<file path="config.mk">
export PLATFORM = sky130hd
export DESIGN_NAME = apb_gpio_bank_flat
export DESIGN_NICKNAME = d
export VERILOG_FILES = /design/src/rtl/apb_gpio_bank_if.sv /design/src/rtl/apb_gpio_bank.sv /design/src/flat_wrapper.sv
export SDC_FILE = /design/constraint.sdc
export NUM_CORES = 1
export LEC_CHECK = 0
export ABC_AREA = 1
export BUFFER_PORTS_ARGS = -buffer_cell sky130_fd_sc_hd__buf_2
export CAP_MARGIN = 40
export CORE_MARGIN = 4
export CORE_UTILIZATION = 25
export DETAILED_ROUTE_END_ITERATION = 10
export GPL_TIMING_DRIVEN = 0
export SLEW_MARGIN = 20
export SYNTH_ARGS = -nofsm -noshare
export SYNTH_HDL_FRONTEND = slang
export SYNTH_SLANG_ARGS = --single-unit
</file>
<file path="constraint.sdc">
create_clock -name Pclk -period 14 [get_ports Pclk]
set_clock_uncertainty 0.2 [all_clocks]
set_input_delay 4.2 -clock Pclk [delete_from_list [all_inputs] [get_ports Pclk]]
set_output_delay 4.2 -clock Pclk [all_outputs]
set_load 0.01 [all_outputs]
</file>
<file path="src/rtl/apb_gpio_bank_if.sv">
// APB slave bus bundle for the GPIO bank.
// Master drives address/controls, slave returns data/ready/error.
interface apb_gpio_bank_if;
  logic [31:0] Paddr;
  logic        Psel;
  logic        Penable;
  logic        Pwrite;
  logic [31:0] Pwdata;
  logic [3:0]  Pstrb;
  logic [31:0] Prdata;
  logic        Pready;
  logic        Pslverr;

  modport master (
    output Paddr, Psel, Penable, Pwrite, Pwdata, Pstrb,
    input  Prdata, Pready, Pslverr
  );

  modport slave (
    input  Paddr, Psel, Penable, Pwrite, Pwdata, Pstrb,
    output Prdata, Pready, Pslverr
  );
endinterface

</file>
<file path="src/rtl/apb_gpio_bank.sv">
// APB GPIO bank: byte-strobed output registers, synchronized inputs,
// per-channel change interrupts with W1C status and enable mask.
module apb_gpio_bank #(
  parameter logic [31:0] BASE_ADDR   = 32'h2000_0000,
  parameter int          N_OUT       = 2,
  parameter int          N_IN        = 2,
  parameter int          WAIT_STATES = 0,
  parameter logic [31:0] OUT_RESET   = 32'h0
) (
  input  logic                Pclk,
  input  logic                Prst,
  apb_gpio_bank_if.slave      bus,
  output logic [32*N_OUT-1:0] gpio_out,
  input  logic [32*N_IN-1:0]  gpio_in,
  output logic                irq
);

  localparam logic [31:0] IN_MASK =
    32'((64'd1 << N_IN) - 64'd1);
  localparam logic [3:0] WS = 4'(WAIT_STATES);
  localparam logic [5:0] OUT_END = 6'(N_OUT);
  localparam logic [5:0] IN_BEG = 6'd16;
  localparam logic [5:0] IN_END = 6'(16 + N_IN);
  localparam logic [5:0] ST_W = 6'd48;
  localparam logic [5:0] EN_W = 6'd49;

  logic [31:0] out_q  [N_OUT];
  logic [31:0] s1_q   [N_IN];
  logic [31:0] s2_q   [N_IN];
  logic [31:0] prev_q [N_IN];
  logic [31:0] stat_q;
  logic [31:0] en_q;
  logic [3:0]  wait_q;
  logic        abort_q;
  logic [1:0]  arm_q;
  logic        irq_q;

  logic [31:0] off;
  logic [5:0]  word;
  logic        in_win;
  logic        aligned;
  logic        hit_out;
  logic        hit_in;
  logic        hit_st;
  logic        hit_en;
  logic        hit_irq;
  logic        bad;
  logic        access;
  logic        ready;
  logic        wr_en;
  logic        rd_en;
  logic [31:0] bmask;
  logic [31:0] out_rd;
  logic [31:0] in_rd;
  logic [31:0] rdata;
  logic [31:0] chg;
  logic [31:0] set_v;
  logic [31:0] clr_v;
  logic        armed;

  assign off     = bus.Paddr - BASE_ADDR;
  assign word    = off[7:2];
  assign in_win  = (off[31:8] == 24'd0);
  assign aligned = (off[1:0] == 2'd0);

  assign hit_out = in_win && (word < OUT_END);
  assign hit_in  = in_win && (word >= IN_BEG)
                   && (word < IN_END);
  assign hit_st  = in_win && (word == ST_W);
  assign hit_en  = in_win && (word == EN_W);
  assign hit_irq = hit_st || hit_en;

  // Any decode problem turns the completing beat into an error beat.
  always_comb begin
    bad = 1'b0;
    if (!in_win || !aligned)
      bad = 1'b1;
    else if (!(hit_out || hit_in || hit_irq))
      bad = 1'b1;
    else if (bus.Pwrite && hit_in)
      bad = 1'b1;
    else if (bus.Pwrite && hit_irq && bus.Pstrb != 4'hF)
      bad = 1'b1;
  end

  assign access = bus.Psel && bus.Penable;
  assign ready  = access && !abort_q && (wait_q == WS);
  assign wr_en  = ready && bus.Pwrite && !bad;
  assign rd_en  = ready && !bus.Pwrite && !bad;

  assign bus.Pready  = ready;
  assign bus.Pslverr = ready && bad;
  assign bus.Prdata  = rd_en ? rdata : 32'h0;

  assign bmask = {{8{bus.Pstrb[3]}}, {8{bus.Pstrb[2]}},
                  {8{bus.Pstrb[1]}}, {8{bus.Pstrb[0]}}};

  // Select the addressed output register.
  always_comb begin
    out_rd = '0;
    for (int i = 0; i < N_OUT; i++)
      if (word == 6'(i)) out_rd = out_q[i];
  end

  // Select the addressed synchronized input channel.
  always_comb begin
    in_rd = '0;
    for (int j = 0; j < N_IN; j++)
      if (word == 6'(16 + j)) in_rd = s2_q[j];
  end

  // Read mux; registers hold pre-write values during the beat.
  always_comb begin
    rdata = '0;
    unique case (1'b1)
      hit_out: rdata = out_rd;
      hit_in:  rdata = in_rd;
      hit_st:  rdata = stat_q;
      hit_en:  rdata = en_q;
      default: rdata = '0;
    endcase
  end

  // Wait counter; abort keeps Pready low after reset until the bus idles.
  always_ff @(posedge Pclk or posedge Prst) begin
    if (Prst) begin
      wait_q  <= '0;
      abort_q <= 1'b1;
    end else begin
      if (!access) abort_q <= 1'b0;
      if (!access || ready || abort_q)
        wait_q <= '0;
      else
        wait_q <= wait_q + 4'd1;
    end
  end

  // Output registers with byte-strobed writes.
  always_ff @(posedge Pclk or posedge Prst) begin
    if (Prst) begin
      for (int i = 0; i < N_OUT; i++)
        out_q[i] <= OUT_RESET;
    end else if (wr_en && hit_out) begin
      for (int i = 0; i < N_OUT; i++)
        if (word == 6'(i))
          out_q[i] <= (out_q[i] & ~bmask)
                    | (bus.Pwdata & bmask);
    end
  end

  // Drive output bus from the register array.
  always_comb begin
    gpio_out = '0;
    for (int i = 0; i < N_OUT; i++)
      gpio_out[32*i +: 32] = out_q[i];
  end

  // Two-flop synchronizer plus previous-value stage per input bit.
  always_ff @(posedge Pclk or posedge Prst) begin
    if (Prst) begin
      for (int j = 0; j < N_IN; j++) begin
        s1_q[j]   <= '0;
        s2_q[j]   <= '0;
        prev_q[j] <= '0;
      end
    end else begin
      for (int j = 0; j < N_IN; j++) begin
        s1_q[j]   <= gpio_in[32*j +: 32];
        s2_q[j]   <= s1_q[j];
        prev_q[j] <= s2_q[j];
      end
    end
  end

  // Arm counter blanks change detection while the pipeline refills.
  always_ff @(posedge Pclk or posedge Prst) begin
    if (Prst)
      arm_q <= '0;
    else if (arm_q != 2'd3)
      arm_q <= arm_q + 2'd1;
  end

  assign armed = (arm_q == 2'd3);

  // Per-channel change flags.
  always_comb begin
    chg = '0;
    for (int j = 0; j < N_IN; j++)
      chg[j] = |(s2_q[j] ^ prev_q[j]);
  end

  assign set_v = armed ? chg : 32'h0;
  assign clr_v = (wr_en && hit_st)
               ? (bus.Pwdata & IN_MASK) : 32'h0;

  // Status: W1C clear, a same-cycle change set takes priority.
  always_ff @(posedge Pclk or posedge Prst) begin
    if (Prst)
      stat_q <= '0;
    else
      stat_q <= (stat_q & ~clr_v) | set_v;
  end

  // Interrupt enable mask, only implemented channels stored.
  always_ff @(posedge Pclk or posedge Prst) begin
    if (Prst)
      en_q <= '0;
    else if (wr_en && hit_en)
      en_q <= bus.Pwdata & IN_MASK;
  end

  // Registered level interrupt.
  always_ff @(posedge Pclk or posedge Prst) begin
    if (Prst)
      irq_q <= 1'b0;
    else
      irq_q <= |(stat_q & en_q);
  end

  assign irq = irq_q;

endmodule

</file>
<file path="src/flat_wrapper.sv">
// flat-port wrapper written by rule: the top's interface ports become plain ports
module apb_gpio_bank_flat 
#(
  parameter logic [31:0] BASE_ADDR   = 32'h2000_0000,
  parameter int          N_OUT       = 2,
  parameter int          N_IN        = 2,
  parameter int          WAIT_STATES = 0,
  parameter logic [31:0] OUT_RESET   = 32'h0
)
  (Pclk, Prst, gpio_out, gpio_in, irq, bus_Paddr, bus_Psel, bus_Penable, bus_Pwrite, bus_Pwdata, bus_Pstrb, bus_Prdata, bus_Pready, bus_Pslverr);
  apb_gpio_bank_if bus_i ();
  input  logic Pclk;
  input  logic Prst;
  output logic [32*N_OUT-1:0] gpio_out;
  input  logic [32*N_IN-1:0] gpio_in;
  output logic irq;
  input wire logic [$bits(bus_i.Paddr)-1:0] bus_Paddr;
  input wire logic [$bits(bus_i.Psel)-1:0] bus_Psel;
  input wire logic [$bits(bus_i.Penable)-1:0] bus_Penable;
  input wire logic [$bits(bus_i.Pwrite)-1:0] bus_Pwrite;
  input wire logic [$bits(bus_i.Pwdata)-1:0] bus_Pwdata;
  input wire logic [$bits(bus_i.Pstrb)-1:0] bus_Pstrb;
  output wire logic [$bits(bus_i.Prdata)-1:0] bus_Prdata;
  output wire logic [$bits(bus_i.Pready)-1:0] bus_Pready;
  output wire logic [$bits(bus_i.Pslverr)-1:0] bus_Pslverr;
  assign bus_i.Paddr = bus_Paddr;
  assign bus_i.Psel = bus_Psel;
  assign bus_i.Penable = bus_Penable;
  assign bus_i.Pwrite = bus_Pwrite;
  assign bus_i.Pwdata = bus_Pwdata;
  assign bus_i.Pstrb = bus_Pstrb;
  assign bus_Prdata = bus_i.Prdata;
  assign bus_Pready = bus_i.Pready;
  assign bus_Pslverr = bus_i.Pslverr;
  apb_gpio_bank #(.BASE_ADDR(BASE_ADDR), .N_OUT(N_OUT), .N_IN(N_IN), .WAIT_STATES(WAIT_STATES), .OUT_RESET(OUT_RESET)) u_core (.Pclk(Pclk), .Prst(Prst), .bus(bus_i), .gpio_out(gpio_out), .gpio_in(gpio_in), .irq(irq));
endmodule
</file>
==> results.toml <==
[status]
outcome = "finished, final reports clean"

[global_routing]
antenna_found_initial = 1
grt_pass1_wl_mm = 48.7
overflow = 0
grt_max_degree = 98
gr-usage-all-layers = 0.142
grt_pass1_vias = 7881

[yosys]
netlist_top_cells_area = "dfrtp_1 64%, nand2_1 9.5%, nand3_1 5.7%"
yosys_warnings = 0
synth_top_family_by_area = "simple AND/OR/NAND/NOR gates"
synth-seq-cells = 268
synth-seq-area-share = 0.647
syn_area_mm2 = 0.0104
synth_nets = 1098
syn-mean-instance-area_um2 = 10.8
syn_inst = 957
synth_compound_gate_area_share = 0.0595
yosys.area_share.simple = 0.211
synthXorXnorAreaFrac = 0.0423
synthAdderAreaFrac = 0.00483
synthDistinctLibCells = 39
yosys.area.top_type_share = 0.645
muxShareOfSynthArea = 0.00109
synth_top_cell_by_area = "dfrtp_1"

[cts]
worstSkewPairLatency_ns = 0.58
hold_buffers = 0
post_cts_buffers = 0
cts_buffers = 28
clk_pin_slew_worst_paths_ns = 0.06
clk_path_buf_depth = 3
cts_root_buffer = "clkbuf_16"
cts_resized = 0
htree_levels = 1
clock-sinks = 268
cts_tree = "yes"

[detailed_routing]
drcViolationCount = 0
wl_mm = 32.8
drt_iter0_drc = 724
firstDrtPassIters = 6
wl_met1_mm = 14.5
highest_layer = "met5"
vias = 7874
via_per_inst = 4.44
wl_met2_mm = 14.8
ant_nets = 0
route.met3.wl_mm = 2.93
wl_per_cell_um = 18.5

[timing]
hold_ws_ns = 0.147
tns_ns = 0
final-setup-viol-count = 0
hold_viol = 0
fmax_mhz = 90.1
slew_viol_final = 0
min_period_ns = 11.10
slew_headroom = 0.449
rsz0062_at_grt = "no"
tightest_slew_ns = 0.819
post-route-period-util = 0.793

[pwr]
pwr-share-comb = 0.047
finalPower_mw = 1.66
ir_drop_uv = 80.5
p_seq_frac = 0.495
power_frac_clock = 0.459
power_per_cell_area_mw_per_mm2 = 125
swShare = 0.234
power.switching_uw = 388
internal_power_mw = 1.27
power.leakage_nw = 6.39

[floorplanning]
core-area_mm2 = 0.0409
dieHeight_um = 212
row_count = 74
die-area_mm2 = 0.0448
ioPinCount = 236
initial_core_util = 0.253
die_width_um = 212

[min_path]
hold_depth = 0
holdCritPathClass = "reg2reg"

[place]
dp_hpwl_mm = 25.3
portBuffers = 231
place_congestion = 0.846

[worst_setup_path]
path_class = "in2out"
crit_path_start_kind = "primary input"
cp_data_arrival_time_ns = 6.70
critPathMaxFanout = 10
cp-end-kind = "output pin"
crit_top_cell = "buf_2"
cp.required_ns = 9.60
reg2reg_setup_slack_ns = 11.53
rr_worst_depth = 11
max_stage_delay_ns = 0.47
cp_cell_sequence = "buf_2, nor2_1, nand2_2, nor2_1, nand2_1, clkinv_1, buf_2, a22o_1, nand2_1, a21oi_1, buf_2"
worst_path_max_delay_cell = "nor2_1"

[layout]
area_growth_syn_to_layout_pct = 27.5
diodes = 0
fin_util = 0.323
nets = 1361
drive_gt1_frac = 0.272

[job]
cap_violations = 0
power groups by stage:
stage / sequential, mW / combinational (mW) / clock (mW)
4_1_cts: 0.820 / 0.0791 / 0.782
6_report: 0.819 / 0.0771 / 0.760
5_1_grt: 0.822 / 0.0868 / 0.815
3_3_place_gp: 0.834 / 0.0755 / 0
3_5_place_dp: 0.834 / 0.0787 / 0
2_1_floorplan: 0.828 / 0.0406 / 0
layer usage:
layer | global-route usage | up-vias
met5 | 0 | -
met4 | 0.0235 | 2
met3 | 0.0382 | 39
met2 | 0.220 | 340
met1 | 0.205 | 3800
li1 | - | 3693
layout by cell type (no fill, tap or decap), types with 2 or more instances in the layout:
| master | count |
|---|---|
| nand4_1 | 12 |
| nor3_2 | 2 |
| clkbuf_16 | 28 |
| nand2_2 | 3 |
| a21oi_1 | 30 |
| or2_2 | 10 |
| clkbuf_8 | 5 |
| nand3_4 | 9 |
| buf_2 | 241 |
| nor2_4 | 3 |
| o2111ai_1 | 7 |
| bufinv_16 | 2 |
| clkbuf_1 | 20 |
| nor2_1 | 32 |
| clkinvlp_4 | 4 |
| ha_1 | 4 |
| a22o_1 | 32 |
| nand2_1 | 262 |
| inv_1 | 35 |
| buf_6 | 6 |
| inv_8 | 2 |
| buf_16 | 2 |
| xnor2_1 | 49 |
| nor3_1 | 5 |
| o21ai_0 | 12 |
| clkinv_2 | 6 |
| inv_2 | 2 |
| dfrtp_1 | 267 |
| o22ai_1 | 6 |
| inv_6 | 2 |
| clkinv_1 | 3 |
| nand3_1 | 118 |
| nor4_1 | 4 |
per-stage QoR:
step | cells | setup WS (ns) | cell area (um2)
detailed placement | 1722 | 2.90 | 12200
global placement | 1720 | -0.562 | 12200
floorplan | 957 | 2.22 | 10400
finish | 1773 | 2.90 | 13200
CTS | 1773 | 2.90 | 13200
global route | 1773 | 2.74 | 13200
Yosys cell counts:
cell type and number:
dfrtp_1 267, nand2_1 262, nand3_1 118, xnor2_1 49, inv_1 36, a22o_1 32, nor2_1 32, a21oi_1 30
clkbuf_1 19, nand4_1 12, o21ai_0 12, buf_2 10, or2_2 10, nand3_4 9, o2111ai_1 7, buf_6 6
o22ai_1 6, nor3_1 5, ha_1 4, nor4_1 4, clkinv_1 3, nand2_2 3, nor2_4 3, inv_2 2
nor3_2 2, a211oi_1 1, a221oi_1 1, a31oi_1 1, buf_1 1, buf_4 1, dfstp_2 1, mux2_2 1
nand3_2 1, nand4_2 1, nor2_8 1, nor3_4 1, nor3b_2 1, o21ai_1 1, xor2_1 1
final cells by class:
class	count	area (um2)
repair buffers	233	1210
clock buffers	34	773
fillers	4190	27700
inverters	41	161
plain buffers	37	200
multi-input cells	611	3300
clock inverters	17	188
flip-flops and latches	268	6710
well taps	532	666
critical path, delay by kind of cell:
family	cells	cell delay, ns
simple gates	5	1.05
buf+inv	4	0.90
compound gates	2	0.54
kinds of logic (layout without fill, tap and decap cells):
logic type,after synthesis,after routing
xor+xnor,50,50
compound gates,91,91
buf+inv,78,362
flops,268,268
simple gates,465,465
fa+ha+maj,4,4
mux,1,1
final timing paths:
kind | start | endpoint
worst min-delay path | u_core.s1_q[50] | u_core.s2_q[50]
min in group asynchronous | Prst | u_core.s1_q[43]
max in group asynchronous | Prst | u_core.abort_q
worst min register to register | u_core.s1_q[50] | u_core.s2_q[50]
worst max-delay path | bus_Paddr[3] | bus_Prdata[16]
worst max register to register | u_core.wait_q[0] | register
Power figures use the tool's default switching activity.
